### config.mk
export PLATFORM = sky130hd
export DESIGN_NAME = uart_cmd_responder
export DESIGN_NICKNAME = d
export VERILOG_FILES = /design/src/rtl/uart_cmd_pkg.sv /design/src/rtl/hamming_7_4_decoder.sv /design/src/rtl/uart_cmd_responder.sv
export SDC_FILE = /design/constraint.sdc
export NUM_CORES = 1
export LEC_CHECK = 0
export ABC_AREA = 1
export ABC_CLOCK_PERIOD_IN_PS = 4430
export CAP_MARGIN = 15
export CORE_MARGIN = 2
export CORE_UTILIZATION = 43
export DETAILED_ROUTE_END_ITERATION = 10
export PLACE_DENSITY = 0.66
export SLEW_MARGIN = 5
export SYNTH_ARGS = -nofsm -noshare
export SYNTH_HDL_FRONTEND = slang
export SYNTH_SLANG_ARGS = --single-unit
### constraint.sdc
create_clock -name clk -period 4.43 [get_ports clk]
set_input_delay 0.886 -clock clk [delete_from_list [all_inputs] [get_ports clk]]
set_output_delay 0.886 -clock clk [all_outputs]
set_load 0.1 [all_outputs]
### src/rtl/uart_cmd_pkg.sv
// Shared types and constants for the UART command responder: command nibbles,
// default ACK/NACK bytes, FSM state encoding and the saturating error-count add.
package uart_cmd_pkg;

   typedef enum logic [2:0] {
      ST_IDLE,
      ST_DECODE,
      ST_EXEC,
      ST_SEND,
      ST_WAIT_BUSY,
      ST_WAIT_DONE
   } state_t;

   localparam logic [3:0] CMD_ON     = 4'h6;
   localparam logic [3:0] CMD_OFF    = 4'hD;
   localparam logic [3:0] CMD_TOGGLE = 4'h3;

   localparam logic [7:0] ACK_DEFAULT  = 8'h3C;
   localparam logic [7:0] NACK_DEFAULT = 8'hC3;

   // Several error sources can fire in one cycle, so the increment is up to 2.
   function automatic logic [7:0] sat_add(input logic [7:0] cnt, input logic [1:0] inc);
      logic [8:0] sum;
      sum = {1'b0, cnt} + {7'b0, inc};
      return sum[8] ? 8'hFF : sum[7:0];
   endfunction

endpackage

### src/rtl/hamming_7_4_decoder.sv
// Combinational Hamming(7,4) decoder, zero latency: bit0=p1, bit1=p2, bit2=d0,
// bit3=p4, bit4=d1, bit5=d2, bit6=d3. data is always the syndrome-corrected nibble.
module hamming_7_4_decoder (
   input  logic [6:0] code,
   output logic [3:0] data,
   output logic [2:0] syndrome,
   output logic       corrected
);

   logic [6:0] fixed;

   always_comb begin
      syndrome[0] = code[0] ^ code[2] ^ code[4] ^ code[6];
      syndrome[1] = code[1] ^ code[2] ^ code[5] ^ code[6];
      syndrome[2] = code[3] ^ code[4] ^ code[5] ^ code[6];
      fixed = code;
      // A nonzero syndrome names the 1-based position of the flipped bit.
      for (int i = 0; i < 7; i++) begin
         if (syndrome == 3'(i + 1)) begin
            fixed[i] = ~code[i];
         end
      end
      data      = {fixed[6], fixed[5], fixed[4], fixed[2]};
      corrected = |syndrome;
   end

endmodule

### src/rtl/uart_cmd_responder.sv
// Decodes Hamming-protected command bytes from a UART, drives out_on and answers ACK/NACK;
// rx_done to start_tx is 3 clk. No backpressure: rx_done outside IDLE is dropped and counted.
// Single-bit correction is enabled by defining UART_CMD_HAMMING_CORRECT_EN.
module uart_cmd_responder
   import uart_cmd_pkg::*;
#(
   parameter logic [7:0] ACK_BYTE     = ACK_DEFAULT,
   parameter logic [7:0] NACK_BYTE    = NACK_DEFAULT,
   parameter int         BUSY_TIMEOUT = 1024
) (
   input  logic       clk,
   input  logic       reset,
   input  logic [7:0] rx_data,
   input  logic       rx_done,
   input  logic       rx_parity_error,
   output logic [7:0] tx_data,
   output logic       start_tx,
   input  logic       tx_busy,
   output logic       out_on,
   output logic       cmd_strobe,
   output logic [7:0] err_count
);

   localparam int            TW         = $clog2(BUSY_TIMEOUT + 1);
   localparam logic [TW-1:0] TIMER_LAST = TW'(BUSY_TIMEOUT - 1);

`ifdef UART_CMD_HAMMING_CORRECT_EN
   localparam bit CORRECT_EN = 1'b1;
`else
   localparam bit CORRECT_EN = 1'b0;
`endif

   state_t        state, state_nxt;
   logic [7:0]    frame_q;
   logic          perr_q;
   logic [7:0]    resp_q;
   logic [TW-1:0] timer;

   logic [3:0]    nibble;
   logic [2:0]    syndrome;
   logic          corrected;
   logic          code_ok, cmd_ok;

   logic          load_frame, exec_ok, exec_nack, send, busy_seen, timeout_hit, overrun;
   logic [1:0]    err_inc;

   hamming_7_4_decoder u_dec (
      .code      (frame_q[6:0]),
      .data      (nibble),
      .syndrome  (syndrome),
      .corrected (corrected)
   );

   // Hamming(7,4) cannot tell a double error from a single one, so with correction on
   // every codeword is accepted as its nearest valid neighbour.
   assign code_ok = (syndrome == 3'd0) || (CORRECT_EN && corrected);
   assign cmd_ok  = !perr_q && code_ok &&
                    ((nibble == CMD_ON) || (nibble == CMD_OFF) || (nibble == CMD_TOGGLE));

   always_ff @(posedge clk or negedge reset) begin
      if (!reset) begin
         state <= ST_IDLE;
      end else begin
         state <= state_nxt;
      end
   end

   always_comb begin
      state_nxt   = state;
      load_frame  = 1'b0;
      exec_ok     = 1'b0;
      exec_nack   = 1'b0;
      send        = 1'b0;
      busy_seen   = 1'b0;
      timeout_hit = 1'b0;
      cmd_strobe  = 1'b0;
      overrun     = rx_done && (state != ST_IDLE);
      case (state)
         ST_IDLE: begin
            if (rx_done) begin
               load_frame = 1'b1;
               state_nxt  = ST_DECODE;
            end
         end
         ST_DECODE: begin
            state_nxt = frame_q[7] ? ST_EXEC : ST_IDLE;
         end
         ST_EXEC: begin
            if (cmd_ok) begin
               exec_ok    = 1'b1;
               cmd_strobe = 1'b1;
            end else begin
               exec_nack  = 1'b1;
            end
            state_nxt = ST_SEND;
         end
         ST_SEND: begin
            send      = 1'b1;
            state_nxt = ST_WAIT_BUSY;
         end
         ST_WAIT_BUSY: begin
            if (tx_busy) begin
               busy_seen = 1'b1;
               state_nxt = ST_WAIT_DONE;
            end else if (timer == TIMER_LAST) begin
               timeout_hit = 1'b1;
               state_nxt   = ST_IDLE;
            end
         end
         ST_WAIT_DONE: begin
            if (!tx_busy) begin
               state_nxt = ST_IDLE;
            end
         end
         default: begin
            state_nxt = ST_IDLE;
         end
      endcase
   end

   assign err_inc = {1'b0, exec_nack} + {1'b0, timeout_hit} + {1'b0, overrun};

   always_ff @(posedge clk or negedge reset) begin
      if (!reset) begin
         frame_q   <= 8'h00;
         perr_q    <= 1'b0;
         resp_q    <= 8'h00;
         out_on    <= 1'b0;
         tx_data   <= 8'h00;
         start_tx  <= 1'b0;
         timer     <= '0;
         err_count <= 8'h00;
      end else begin
         if (load_frame) begin
            frame_q <= rx_data;
            perr_q  <= rx_parity_error;
         end
         if (exec_ok) begin
            case (nibble)
               CMD_ON:  out_on <= 1'b1;
               CMD_OFF: out_on <= 1'b0;
               default: out_on <= ~out_on;
            endcase
         end
         if (exec_ok || exec_nack) begin
            resp_q <= exec_ok ? ACK_BYTE : NACK_BYTE;
         end
         // start_tx is held from SEND until uart_tx acknowledges with tx_busy or we give up.
         if (send) begin
            tx_data  <= resp_q;
            start_tx <= 1'b1;
         end else if (busy_seen || timeout_hit) begin
            start_tx <= 1'b0;
         end
         if (state == ST_WAIT_BUSY) begin
            timer <= timer + TW'(1);
         end else begin
            timer <= '0;
         end
         err_count <= sat_add(err_count, err_inc);
      end
   end

endmodule

==> results.json, run 1 <==
{
  "run_status": "finished, final reports clean",
  "dp_hpwl_um": 3110,
  "crit_required_ns": 4.58,
  "min_path_cells": 1,
  "netlist.area_leader.share_pct": 44.4,
  "final_nets": 318,
  "fin_skew_ns": 0.00662,
  "clkTransAtPathRegs_ns": 0.07,
  "die_area_sq_um": 5420,
  "hold_viol_final": 0,
  "cts_made_buffers": 5,
  "slowest_delay_ns": 0.51,
  "wl_per_cell_um": 11.3,
  "routed_wl_um": 4030,
  "worstMarginPinSlew_ns": 0.967,
  "cp_max_fo": 7,
  "synth_area_leader_cell": "dfrtp_1",
  "antenna_found_initial": 0,
  "critPathTopFamily": "simple AND/OR/NAND/NOR gates",
  "r2r_start": "frame_q[6]",
  "die_w_um": 73.6,
  "synth_fp_nets": 286,
  "core_area_sq_um": 4690,
  "clockRootBuffer": "clkbuf_8",
  "path_common_cell": "nand2_1",
  "rsz0062_at_grt": "no",
  "r2r_end": "err_count[2]",
  "period_needed_ns": 3.64,
  "register_area_sq_um": 926,
  "num-fill-cells": 462,
  "endpoint_kind": "flop",
  "rows": 25,
  "worstSkewPairLatency_ns": 0.29,
  "multi_input_area_sq_um": 965,
  "drt-initial-drc-count": 109,
  "avgSynthCellArea_sq_um": 7.78,
  "syn_to_final_growth_pct": 19.9,
  "grt_pass1_vias": 1623,
  "drive_gt1_share_pct": 12.3,
  "cp_slowest_cell": "fa_1",
  "hold_path_end": "timer[0]",
  "cts_setup_buffers": 0,
  "synth_top_family_by_area": "simple AND/OR/NAND/NOR gates",
  "synth-simple-area-share_pct": 32.5,
  "syn-instance-count": 268,
  "cts.htree.levels": 2,
  "drv_slew": 0,
  "synthesis.area_sq_um": 2090,
  "ctsLongestPathBuffers": 2,
  "grt_pass1_wl_um": 7040,
  "portBuffers": 31,
  "synthMuxAreaShare_pct": 1.62,
  "grt_max_degree": 38,
  "worst-path-buf-inv": 3,
  "min_period_over_period_pct": 82.1,
  "grt.total_usage_pct": 17.2,
  "fmax_mhz": 275,
  "die_y_um": 73.6,
  "grt.overflow.total": 0,
  "io_pins": 32,
  "ys_seq_area_share_pct": 44.4,
  "ant_nets": 0,
  "viasPerCell": 4.86,
  "cp.arrival_ns": 3.79,
  "drcViolationCount": 0,
  "max_slew_margin_pct": 35.3,
  "clock_sinks": 37,
  "synth.top_cells.by_area": "dfrtp_1, nand2_1, inv_1",
  "synth-xor-area-share_pct": 0,
  "vias": 1724,
  "start_util_pct": 44.5,
  "gp_congestion": 0.874,
  "ys_seq_elements": 37,
  "ff2ff_path_depth": 25,
  "antenna_cells": 0,
  "hold_start": "timer[0]",
  "synth_cell_types": 30,
  "cts_tree": "yes",
  "yosysWarnings": 0,
  "cp-start-kind": "flop",
  "finalSetupTns_ns": 0,
  "critPathKind": "reg -> reg",
  "finalSetupViolations": 0,
  "cap_violations": 0,
  "synthAdderAreaFrac_pct": 3.72,
  "cts_hold_buf": 0,
  "hp-class": "reg -> reg",
  "drt_first_pass_iters": 4,
  "synth_compound_gate_area_share_pct": 8.40,
  "cts-resized-gates": 0,
  "r2r_slack_ns": 0.79
}
==> layer usage <==
metal	track usage [%]	wire, um	vias up
met3	4.39	126	8
met1	22.4	1930	776
met2	26.8	1890	30
met4	8.08	78	0
met5	0	0	-
li1	-	-	910
==> how the worst max path moves through the flow <==
stage | from | end | slack [ns] | depth (start not counted)
after global placement | frame_q[6] | err_count[2] | 0.83 | 26
after floorplan | frame_q[6] | err_count[2] | 1.12 | 26
after CTS | frame_q[6] | err_count[2] | 0.78 | 25
after detailed placement | frame_q[6] | err_count[6] | 0.81 | 25
final | frame_q[6] | err_count[2] | 0.79 | 25
after global routing | frame_q[6] | err_count[2] | 0.41 | 26
==> through the flow <==
step	util, %	std cells	hold WS (ns)	instance area (sq um)	worst slack, ns
4_1_cts	53.3	355	0.469	2500	0.779
6_report	53.3	355	0.464	2500	0.791
3_3_place_gp	51.6	347	0.451	2420	0.830
5_1_grt	53.3	355	0.506	2500	0.410
2_1_floorplan	-	268	0.432	2090	1.12
3_5_place_dp	51.6	347	0.460	2420	0.812
==> logic make-up (layout without fill, tap and decap cells) <==
| family | after synthesis | in the layout |
|---|---|---|
| mux | 3 | 3 |
| fa+ha+maj | 5 | 5 |
| flops | 37 | 37 |
| buf+inv | 46 | 79 |
| compound gates | 32 | 32 |
| simple gates | 145 | 145 |
==> cells in the mapped netlist <==
cell       n
inv_1     33
mux2_2     3
nand2_2   12
o21a_1     1
a21o_1     1
clkbuf_1   1
a21oi_1   16
fa_1       2
dfrtp_1   37
nand3_2    1
nor2_4     1
clkinv_1   1
o211ai_1   1
and2_1     1
o311ai_0   1
inv_2      5
nand2_4    3
nand2_1   61
o21ai_0   11
nor3b_1    1
o21ai_2    1
buf_4      6
ha_1       3
and3_1     2
nor3_1     9
nor2_1    26
nand3_1   20
nor4_1     1
nor2_2     4
nand4_1    3
==> cell usage in the layout (no fill, tap or decap), drive strengths merged <==
| master | n |
|---|---|
| nand2 | 76 |
| inv | 38 |
| dfrtp | 37 |
| nor2 | 31 |
| clkdlybuf4s50 | 30 |
| nand3 | 21 |
| a21oi | 16 |
| o21ai | 12 |
| nor3 | 9 |
| clkbuf | 8 |
| nand4 | 3 |
| mux2 | 3 |
| ha | 3 |
| and3 | 2 |
| fa | 2 |
| buf | 2 |
| clkinv | 1 |
| nor3b | 1 |
| and2 | 1 |
| nor4 | 1 |
| a21o | 1 |
| o21a | 1 |
| o311ai | 1 |
| o211ai | 1 |
==> layout make-up <==
cell class / count / share of cell area (%)
flip-flops and latches: 37 / 37.0
well taps: 54 / 2.70
inverters: 39 / 5.86
multi-input cells: 185 / 38.6
repair buffers: 32 / 12.6
clock buffers: 8 / 3.20
==> sequential cells by signal (all words and copies together), names as in the netlist <==
signal,count
timer,11
resp_q,2
out_on,1
tx_data,2
frame_q,8
perr_q,1
state,3
err_count,8
start_tx,1
Power of run 1 is left out: the tool's default activity adds up to more than one toggle a clock period on the data nets, which glitch-free logic cannot reach.
==> inputs of run 2 (changes only) <==
--- a/config.mk
+++ b/config.mk
@@ -6,12 +6,12 @@
 export NUM_CORES = 1
 export LEC_CHECK = 0
 export ABC_AREA = 1
-export ABC_CLOCK_PERIOD_IN_PS = 4430
+export ABC_CLOCK_PERIOD_IN_PS = 3000
 export CAP_MARGIN = 15
 export CORE_MARGIN = 2
 export CORE_UTILIZATION = 43
 export DETAILED_ROUTE_END_ITERATION = 10
-export PLACE_DENSITY = 0.66
+export PLACE_DENSITY = 0.69
 export SLEW_MARGIN = 5
 export SYNTH_ARGS = -nofsm -noshare
 export SYNTH_HDL_FRONTEND = slang
==> constraint.sdc (replaced) <==
create_clock -name clk -period 3 [get_ports clk]
set_input_delay 0.6 -clock clk [delete_from_list [all_inputs] [get_ports clk]]
set_output_delay 0.6 -clock clk [all_outputs]
set_load 0.1 [all_outputs]
==> results.json, run 2 (synthesized netlist as in run 1, its figures left out) <==
{
  "run_status": "finished, violations left",
  "violations": "setup timing",
  "rsz0062_at_grt": "yes",
  "ant_nets": 0,
  "fin_skew_ns": 0.00273,
  "cts_made_buffers": 5,
  "drv_slew": 0,
  "finalSetupViolations": 8,
  "critPathLaunch": "frame_q[2]",
  "ff2ff_path_depth": 27,
  "setup_ws_ns": -0.392,
  "fmax_mhz": 295,
  "worstMarginPinSlew_ns": 0.814,
  "grt_pass1_vias": 1886,
  "wl_per_cell_um": 12.0,
  "grt.total_usage_pct": 19.0,
  "cp_max_fo": 4,
  "die_w_um": 73.6,
  "die_y_um": 73.6,
  "max_slew_margin_pct": 45.7,
  "cp-start-kind": "flop",
  "clock_sinks": 37,
  "antenna_cells": 0,
  "final_common_cell": "buf_4",
  "cts_tree": "yes",
  "cp-endpoint": "err_count[6]",
  "crit_required_ns": 3.17,
  "num-fill-cells": 398,
  "register_area_sq_um": 927,
  "routed_wl_um": 4770,
  "start_util_pct": 44.5,
  "r2r_start": "frame_q[2]",
  "grt.overflow.total": 0,
  "die_area_sq_um": 5420,
  "cts.htree.levels": 2,
  "cap_violations": 0,
  "finalSetupTns_ns": -2.82,
  "holdWs_ns": 0.405,
  "drive_gt1_share_pct": 42.7,
  "cts_hold_buf": 0,
  "grt_max_degree": 38,
  "r2r_slack_ns": -0.39,
  "period_needed_ns": 3.39,
  "cp.arrival_ns": 3.57,
  "antenna_found_initial": 0,
  "rows": 25,
  "top_regs": "timer: 11 flops, err_count: 8 flops, frame_q: 8 flops",
  "grt_util_met1_pct": 24.2,
  "r2r_end": "err_count[6]",
  "clkTransAtPathRegs_ns": 0.07,
  "grt_pass1_wl_um": 7970,
  "grt-busiest-layer": "met2",
  "critPathKind": "reg -> reg",
  "vias": 1975,
  "clockRootBuffer": "clkbuf_8",
  "io_pins": 32,
  "ctsLongestPathBuffers": 2,
  "drcViolationCount": 0,
  "hp-class": "in -> async",
  "endpoint_kind": "flop",
  "core_area_sq_um": 4690,
  "multi_input_area_sq_um": 1150,
  "largest_register_ffs": 11,
  "syn_to_final_growth_pct": 43.3,
  "layout_common_cells": "buf_4, nand2_1, dfrtp_1",
  "hold_viol_final": 0,
  "top_register": "timer",
  "viasPerCell": 4.96,
  "dp_hpwl_um": 3250,
  "drt-initial-drc-count": 69,
  "final_nets": 362,
  "worstSkewPairLatency_ns": 0.28,
  "portBuffers": 31,
  "drt_first_pass_iters": 6,
  "met3_usage_pct": 4.94,
  "gp_congestion": 0.790,
  "min_period_over_period_pct": 113,
  "met2_usage_pct": 31.6
}
[run 2: final cells by class]
class | instances | area share (%)
Tap cell | 54 | 2.26
Sequential cell | 37 | 31.0
Timing Repair Buffer | 76 | 20.5
Inverter | 39 | 4.90
Multi-Input combinational cell | 185 | 38.5
Clock buffer | 7 | 2.89
[run 2: layer usage]
| layer | routed length [um] | vias to the layer above |
|---|---|---|
| li1 | - | 1003 |
| met1 | 2080 | 933 |
| met2 | 2490 | 30 |
| met3 | 144 | 9 |
| met4 | 56 | 0 |
| met5 | 0 | - |
[run 2: worst min path at each step]
stage	cells past startpoint	from	to	slack (ns)
final	1	reset	err_count[5]	0.41
after global routing	1	reset	err_count[5]	0.47
after CTS	1	reset	state[2]	0.43
after detailed placement	1	timer[0]	timer[0]	0.46
after global placement	1	timer[0]	timer[0]	0.45
after floorplan	0	reset	err_count[0]	0.30
[run 2: per-stage QoR]
step	area, sq um	utilization (%)	setup slack [ns]	cells
after floorplan	2100	-	-0.214	268
after global placement	2580	55.0	-0.325	371
after detailed placement	2580	55.0	-0.398	371
after CTS	2860	61.0	-0.319	393
after global routing	2990	63.7	-0.597	398
final	2990	63.7	-0.392	398
[run 2: worst max-delay path, cell delays in order (launching register included)]
cell     delay, ns
dfrtp_1       0.43
inv_2         0.11
nand2_2       0.07
nand2_4       0.11
nand2_4       0.07
nand2_4       0.10
nand2_4       0.08
nor2_4        0.10
nand2_1       0.06
nand2_2       0.08
nand2_1       0.05
nand2_1       0.08
nand2_2       0.05
nand2_2       0.08
nand2_2       0.06
nand2_2       0.06
fa_1          0.41
inv_1         0.07
ha_2          0.19
fa_2          0.22
nand2_2       0.08
nor2_2        0.14
inv_2         0.07
nor2_4        0.12
nand2_2       0.08
nor2_4        0.15
buf_6         0.11
o21ai_1       0.05
[run 2: repair_timing]
item                                    4_1_cts  5_1_grt
pin swaps                                    17       14
gates cloned                                  0        0
buffers inserted                             15        6
endpoints found under the setup margin        8        9
resized for setup                            23       28
Power of run 2 is left out for the same reason.
